`src/rtl/instruction_fetch_if.sv`:
```
// instruction_fetch_if: instruction-memory, redirect and decode-stage handshake bundle
interface instruction_fetch_if;
    logic        imem_req;
    logic [31:0] imem_addr;
    logic        imem_rvalid;
    logic [31:0] imem_rdata;
    logic        redirect;
    logic [31:0] redirect_pc;
    logic        out_valid;
    logic        out_ready;
    logic [31:0] RI;
    logic [31:0] pc_out;
    logic [2:0]  ImmSel;
    modport master (
        output imem_req, imem_addr, out_valid, RI, pc_out, ImmSel,
        input  imem_rvalid, imem_rdata, redirect, redirect_pc, out_ready
    );
    modport slave (
        input  imem_req, imem_addr, out_valid, RI, pc_out, ImmSel,
        output imem_rvalid, imem_rdata, redirect, redirect_pc, out_ready
    );
endinterface

```
`src/rtl/instruction_fetch.sv`:
```
// instruction_fetch: single-outstanding fetch FSM with redirect, response drop and immediate-type decode
module instruction_fetch #(
    parameter logic [31:0] RESET_PC = 32'h0000_0000
) (
    input logic clk,
    input logic rst,
    instruction_fetch_if.master bus
);
    typedef enum logic [1:0] {FETCH, WAIT, HOLD, DROP} state_t;
    state_t      state_q, state_d;
    logic [31:0] pc_q, pc_d, ri_q, ri_d, pc_out_q, pc_out_d;
    logic [2:0]  imm_sel_q, imm_sel_d;
    logic        out_valid_q, out_valid_d, accept;

    function automatic logic [2:0] decode(input logic [6:0] op);
        case (op)
            7'b0010011, 7'b0000011, 7'b1100111, 7'b1110011: decode = 3'b000;
            7'b0100011:                                     decode = 3'b001;
            7'b1100011:                                     decode = 3'b010;
            7'b0110111, 7'b0010111:                         decode = 3'b011;
            7'b1101111:                                     decode = 3'b100;
            default:                                        decode = 3'b111;
        endcase
    endfunction

    always_comb begin
        accept      = state_q == WAIT && bus.imem_rvalid && !bus.redirect;
        ri_d        = accept ? bus.imem_rdata : ri_q;
        pc_out_d    = accept ? pc_q : pc_out_q;
        imm_sel_d   = accept ? decode(bus.imem_rdata[6:0]) : imm_sel_q;
        pc_d        = bus.redirect ? (bus.redirect_pc & ~32'h3) : accept ? pc_q + 32'd4 : pc_q;
        out_valid_d = bus.redirect ? 1'b0 : accept ? 1'b1 :
                      (state_q == HOLD && bus.out_ready) ? 1'b0 : out_valid_q;
        state_d     = state_q;
        // A redirect with a request still in flight must drain it in DROP
        case (state_q)
            FETCH: state_d = bus.redirect ? DROP : WAIT;
            WAIT:  state_d = bus.imem_rvalid ? (bus.redirect ? FETCH : HOLD) : (bus.redirect ? DROP : WAIT);
            HOLD:  state_d = (bus.redirect || bus.out_ready) ? FETCH : HOLD;
            DROP:  state_d = bus.imem_rvalid ? FETCH : DROP;
        endcase
    end

    always_ff @(posedge clk or posedge rst) begin
        if (rst) begin
            state_q     <= FETCH;
            pc_q        <= RESET_PC & ~32'h3;
            ri_q        <= '0;
            pc_out_q    <= '0;
            imm_sel_q   <= '0;
            out_valid_q <= 1'b0;
        end else begin
            state_q     <= state_d;
            pc_q        <= pc_d;
            ri_q        <= ri_d;
            pc_out_q    <= pc_out_d;
            imm_sel_q   <= imm_sel_d;
            out_valid_q <= out_valid_d;
        end
    end

    assign bus.imem_req  = state_q == FETCH && !rst;
    assign bus.imem_addr = pc_q;
    assign bus.out_valid = out_valid_q;
    assign bus.RI        = ri_q;
    assign bus.pc_out    = pc_out_q;
    assign bus.ImmSel    = imm_sel_q;
endmodule

```
`src/flat_wrapper.sv`:
```
// flat-port wrapper written by rule: the top's interface ports become plain ports
module instruction_fetch_flat 
#(
    parameter logic [31:0] RESET_PC = 32'h0000_0000
)
  (clk, rst, bus_imem_req, bus_imem_addr, bus_out_valid, bus_RI, bus_pc_out, bus_ImmSel, bus_imem_rvalid, bus_imem_rdata, bus_redirect, bus_redirect_pc, bus_out_ready);
  instruction_fetch_if bus_i ();
  input logic clk;
  input logic rst;
  output wire logic [$bits(bus_i.imem_req)-1:0] bus_imem_req;
  output wire logic [$bits(bus_i.imem_addr)-1:0] bus_imem_addr;
  output wire logic [$bits(bus_i.out_valid)-1:0] bus_out_valid;
  output wire logic [$bits(bus_i.RI)-1:0] bus_RI;
  output wire logic [$bits(bus_i.pc_out)-1:0] bus_pc_out;
  output wire logic [$bits(bus_i.ImmSel)-1:0] bus_ImmSel;
  input wire logic [$bits(bus_i.imem_rvalid)-1:0] bus_imem_rvalid;
  input wire logic [$bits(bus_i.imem_rdata)-1:0] bus_imem_rdata;
  input wire logic [$bits(bus_i.redirect)-1:0] bus_redirect;
  input wire logic [$bits(bus_i.redirect_pc)-1:0] bus_redirect_pc;
  input wire logic [$bits(bus_i.out_ready)-1:0] bus_out_ready;
  assign bus_imem_req = bus_i.imem_req;
  assign bus_imem_addr = bus_i.imem_addr;
  assign bus_out_valid = bus_i.out_valid;
  assign bus_RI = bus_i.RI;
  assign bus_pc_out = bus_i.pc_out;
  assign bus_ImmSel = bus_i.ImmSel;
  assign bus_i.imem_rvalid = bus_imem_rvalid;
  assign bus_i.imem_rdata = bus_imem_rdata;
  assign bus_i.redirect = bus_redirect;
  assign bus_i.redirect_pc = bus_redirect_pc;
  assign bus_i.out_ready = bus_out_ready;
  instruction_fetch #(.RESET_PC(RESET_PC)) u_core (.clk(clk), .rst(rst), .bus(bus_i));
endmodule
```
`config.mk`:
```
export PLATFORM = sky130hd
export DESIGN_NAME = instruction_fetch_flat
export DESIGN_NICKNAME = d
export VERILOG_FILES = /design/src/rtl/instruction_fetch_if.sv /design/src/rtl/instruction_fetch.sv /design/src/flat_wrapper.sv
export SDC_FILE = /design/constraint.sdc
export NUM_CORES = 1
export LEC_CHECK = 0
export CAP_MARGIN = 20
export CELL_PAD_IN_SITES_DETAIL_PLACEMENT = 1
export CELL_PAD_IN_SITES_GLOBAL_PLACEMENT = 1
export CORE_MARGIN = 8
export CORE_UTILIZATION = 25
export CTS_CLUSTER_SIZE = 10
export DETAILED_ROUTE_END_ITERATION = 8
export PLACE_DENSITY = 0.66
export SYNTH_ARGS = -nofsm -noshare
export SYNTH_HDL_FRONTEND = slang
export SYNTH_SLANG_ARGS = --single-unit
```
`constraint.sdc`:
```
create_clock -name clk -period 2.8 [get_ports clk]
set_clock_uncertainty 0.1 [all_clocks]
set_input_delay 0.28 -clock clk [delete_from_list [all_inputs] [get_ports clk]]
set_output_delay 0.28 -clock clk [all_outputs]
set_load 0.02 [all_outputs]
```
# ---- Word-level counts from Yosys, hierarchy flattened
# Cells that the tools add are included.
dict set report word_totals {
  input_bits 69
  wordCells 43
  ff_bits 102
}
dict set report op_classes {
  n_reduce_logical 12
  n_eq_ne 12
  addsub 1
  mux 12
}
# op n
set op_table {}
lappend op_table {{$mux 32} 2}
lappend op_table {{$add 32x3->32 const B} 1}
lappend op_table {{$eq 7x7->1 const B} 4}
lappend op_table {{$pmux 3 s5} 1}
lappend op_table {{$eq 7x5->1 const B} 2}
lappend op_table {{$eq 7x6->1 const B} 2}
lappend op_table {{$mux 2} 5}
lappend op_table {{$pmux 2 s4} 1}
lappend op_table {{$eq 7x2->1 const B} 1}
lappend op_table {{$eq 2x2->1 const B} 2}
lappend op_table {{$logic_and 1x1->1} 4}
lappend op_table {{$reduce_or 4->1} 1}
lappend op_table {{$mux 1} 3}
lappend op_table {{$reduce_bool 3->1} 1}
lappend op_table {{$eq 2x1->1 const B} 1}
lappend op_table {{$logic_not 1->1} 2}
lappend op_table {{$logic_not 2->1} 1}
lappend op_table {{$reduce_bool 2->1} 1}
lappend op_table {{$reduce_or 2->1} 1}
lappend op_table {{$logic_or 1x1->1} 1}

# ---- Logic depth before layout (Yosys ltp)
dict set report depth {
  depth_word 5
  mapped_depth 7
}

# ---- Worst setup path before layout
# Ideal clock, no wire load.
dict set report synth_path {
  path_kind {reg-to-reg}
  startpoint {register u_core.pc_q[2] (netlist: u_core.bus.imem_addr[2])}
  endpoint {register u_core.pc_q[16] (netlist: u_core.bus.imem_addr[16])}
  path_slack_ps 563
  path_buffers 2
  synth_period_minus_slack_ps 2237
  stages_incl_launch_ff 8
  setup_time_ps 152
  required_time_ps 2548
  arrival_ps 1985
  path_cell_list {dfrtp_1 -> ha_1 -> nand3_1 -> or3_1 -> clkbuf_1 -> clkbuf_1 -> o311ai_0 -> o311ai_0}
}
dict set report synth_between {
  elab_chain_len 3
}
# item line_no
set synth_rtl {}
lappend synth_rtl {{from (decl)} instruction_fetch.sv:11} ;# logic [31:0] pc_q, pc_d, ri_q, ri_d, pc_out_q, pc_out_d;
lappend synth_rtl {{from (signal assigned)} instruction_fetch.sv:47} ;# pc_q <= RESET_PC & ~32'h3;
lappend synth_rtl {{from (signal assigned)} instruction_fetch.sv:54} ;# pc_q <= pc_d;
lappend synth_rtl {{$add 32x3->32} instruction_fetch.sv:31} ;# pc_d = bus.redirect ? (bus.redirect_pc & ~32'h3) : accept ? pc_q + 32'd4 : pc_q;
lappend synth_rtl {{$mux 32 (2 in series)} instruction_fetch.sv:31}
# No other way between the ends. The select of a mux whose other input is x is not followed.
# A chain may end at the register's enable or synchronous reset.

# ---- Worst setup path after layout
dict set report layout_path {
  startpoint {register u_core.pc_q[15] (netlist: u_core.bus.imem_addr[15])}
  endpoint {register u_core.pc_q[25] (netlist: u_core.bus.imem_addr[25])}
}
# The elaborated chain is that of the path after synthesis.

==> results.yml <==
layout:
  num_antenna_cells: 0
  multiInputGateArea_um2: 1880
  area_delta_synth_final_pct: 50.5
  n_fill_cell: 1942
  final_area_um2: 6700
  final_nets: 618
  mostFrequentLayoutCells: "clkdlybuf4s50_1, dfrtp_1, mux2_2"
  final_common_cell: "clkdlybuf4s50_1"
  drive_above_1_share_pct: 17.8
  regArea_um2: 2450
worst_setup_path:
  crit_buf_inv: 0
  r2r_start: "u_core.bus.imem_addr[15]"
  crit_arrival_ns: 2.57
  worstSetupPathDepth: 4
  crit_chain: "nand4_2, or4_1, or4_1, a31oi_1"
  timing_worst_setup_path_type: "register to register"
  end_kind: "register"
  rrSetupSlack_ns: 0.39
  reg2reg_depth: 4
  cp_slowest_cell: "or4_1"
  reg2reg_to: "u_core.bus.imem_addr[25]"
  startpoint_type: "register"
  critPathMostFrequentCell: "or4_1"
  critical_path.max_stage_delay_ns: 0.75
  crit_fanout: 10
  critical_path.top_delay_family: "simple AND/OR/NAND/NOR gates"
  worstPathRequired_ns: 2.96
logic_synthesis:
  syn_area_per_cell_um2: 11.7
  synth_top_area_share_pct: 55.1
  synth_cell_type_count: 42
  postSynthCellCount: 381
  ys_ff_latch: 98
  synthFlopType: "dfrtp_1"
  synth_top_family_by_area: "multiplexers"
  synth_xor_area_share_pct: 2.16
  synth_area_leader_cell: "dfrtp_1"
  synth_compound_area_share_pct: 8.57
  synth_area_leaders: "dfrtp_1, mux2_2, or4_1"
  synth_fa_ha_area_share_pct: 0.281
  synth-edff-count: 0
  async_reset_ff_share_pct: 100
  yosysSeqAreaShare_pct: 55.1
  synth_mux_area_share_pct: 16.6
  yosys.area_share.simple_pct: 14.2
  yosysWarningCount: 0
  syn_area_um2: 4450
placed_design:
  numPortBuffers: 163
  place_area_um2: 6430
  hpwl_mm: 10.9
  place_congestion: 0.773
floorplan:
  die_h_um: 149
  dieArea_um2: 22300
  row_count: 49
  die_x_um: 149
  core_um2: 17700
  start_util_pct: 25.1
  boundaryPins: 170
timing:
  drv_slew: 0
  relSlewSlack_pct: 65.7
  worst_slew_pin_slew_ns: 0.501
  rsz0062_at_grt: "no"
  hold_viol: 0
  setup-tns-final_ns: 0
  finalCritPeriodShare_pct: 86.2
  setup_violations: 0
  fmax_mhz: 415
  post-route-min-period_ns: 2.41
drt:
  drtIter0Drc: 130
  route.met2.wl_mm: 7.28
  route.met3.wl_mm: 1.01
  post_drt_wl_per_cell_um: 18.4
  wl_met1_mm: 5.87
  viasPerCell: 4.69
  wl_mm: 14.4
  drc: 0
  top_layer: "met4"
  dr.pass1.iters: 4
  num_vias: 3662
  ant_nets: 0
power_and_ir_drop:
  irDropWorstVdd_mv: 0.415
  p_leak_nw: 2.58
  p_per_area_nw_per_um2: 933
grt:
  grt_pass1_vias: 4053
  grtUsageTotal_pct: 13.1
  gr-total-overflow: 0
  grt_pass1_wl_mm: 22.9
  grt_max_degree: 95
  grt_antenna_before_repair: 0
outcome:
  status: "finished clean"
clock_network:
  cts_root_buf: "clkbuf_16"
  cts_buffers: 9
  clockBufferDepth: 2
  cts_tree: "built"
  htree_levels: 3
  ctsResizeCount: 0
  postCtsSetupRepairBufs: 0
  clk_pin_slew_worst_paths_ns: 0.07
  cts.sinks: 98
  insertion_delay_ns: 0.34
  cts_hold_buf: 0
min_path:
  hold_class: "input pin to asynchronous set/reset pin"
job:
  maxCapViolCount: 0
-- report_power, final --
group | leakage, nW | internal (W) | switching [W] | total, W
registers | 1.15 | 0.00195 | 0.000350 | 0.00230
clock network | 0.131 | 0.000683 | 0.000525 | 0.00121
logic | 1.30 | 0.00146 | 0.00128 | 0.00275
total | 2.58 | 0.00409 | 0.00216 | 0.00625
-- synth_stat cells, types with 2 or more instances --
cell,number
a21oi_1,3
a31oi_1,16
and4_1,3
buf_1,3
buf_2,7
buf_4,4
clkbuf_1,11
dfrtp_1,98
inv_1,4
mux2_2,63
mux2i_1,3
nand2_1,27
nand3_1,11
nand4_1,6
nor2_1,26
nor2b_1,2
nor3_1,3
nor3b_1,2
nor4_1,3
o211ai_1,2
o21ai_0,15
o22a_1,3
o311ai_0,4
o31ai_1,12
or2_2,3
or3_1,7
or4_1,16
xnor2_1,8
xor2_1,3
-- per-stage QoR --
step | utilization [%] | total power, W | cells | hold WS [ns] | worst slack, ns
6_report | 37.8 | 0.00625 | 780 | 0.107 | 0.388
5_1_grt | 37.8 | 0.00661 | 780 | 0.134 | 0.204
4_1_cts | 37.8 | 0.00638 | 780 | 0.0906 | 0.370
3_5_place_dp | 36.3 | 0.00513 | 766 | 0.394 | 0.218
3_3_place_gp | 36.3 | 0.00505 | 766 | 0.390 | 0.263
2_1_floorplan | - | 0.00364 | 384 | 0.273 | 0.563
-- worst reg2reg max path, delay by kind of cell (launching register included) --
family	cells	cell delay, ns
AOI/OAI and AO/OA	1	0.17
DFF	1	0.51
and+or+nand+nor	3	1.55
-- final cells by class --
cell class,count,share of cell area (%)
Sequential cell,98,36.6
Multi-Input combinational cell,256,28.1
Timing Repair Buffer,178,26.6
Tap cell,229,4.28
Clock buffer,11,3.47
Clock inverter,3,0.635
Inverter,5,0.336
-- cell families (layout without fill, tap and decap cells) --
logic type               after synthesis  count (layout)
other                                  1               4
multiplexers                          66              66
XOR/XNOR                              11              11
AO/OA/AOI/OAI                         58              58
buffers and inverters                 30             197
flip-flops                            98              98
AND/OR/NAND/NOR                      116             116
adder cells (fa/ha/maj)                1               1
-- how the worst max path moves through the flow --
| stage | from | end | slack (ns) |
|---|---|---|---|
| after detailed placement | bus_imem_rvalid | u_core.bus.imem_addr[21] | 0.22 |
| after global placement | bus_imem_rvalid | u_core.bus.imem_addr[21] | 0.26 |
| final | u_core.bus.imem_addr[15] | u_core.bus.imem_addr[25] | 0.39 |
| after floorplan | u_core.bus.imem_addr[2] | u_core.bus.imem_addr[16] | 0.56 |
| after CTS | u_core.bus.imem_addr[12] | u_core.bus.imem_addr[25] | 0.37 |
| after global routing | u_core.bus.imem_addr[15] | u_core.bus.imem_addr[31] | 0.20 |
-- state kept, by name (all words and copies together), names as in the netlist --
signal,flops
u_core.bus.ImmSel,3
u_core.bus.imem_addr,30
u_core.bus.RI,32
u_core.bus.out_valid,1
u_core.state_q,2
u_core.bus.pc_out,30
-- metal layers --
| layer | track usage (%) | vias up |
|---|---|---|
| met4 | 4.64 | 0 |
| met2 | 22.0 | 84 |
| met5 | 0 | - |
| li1 | - | 1730 |
| met3 | 4.14 | 17 |
| met1 | 15.4 | 1831 |
No activity file was read; power rests on OpenSTA's default activity.
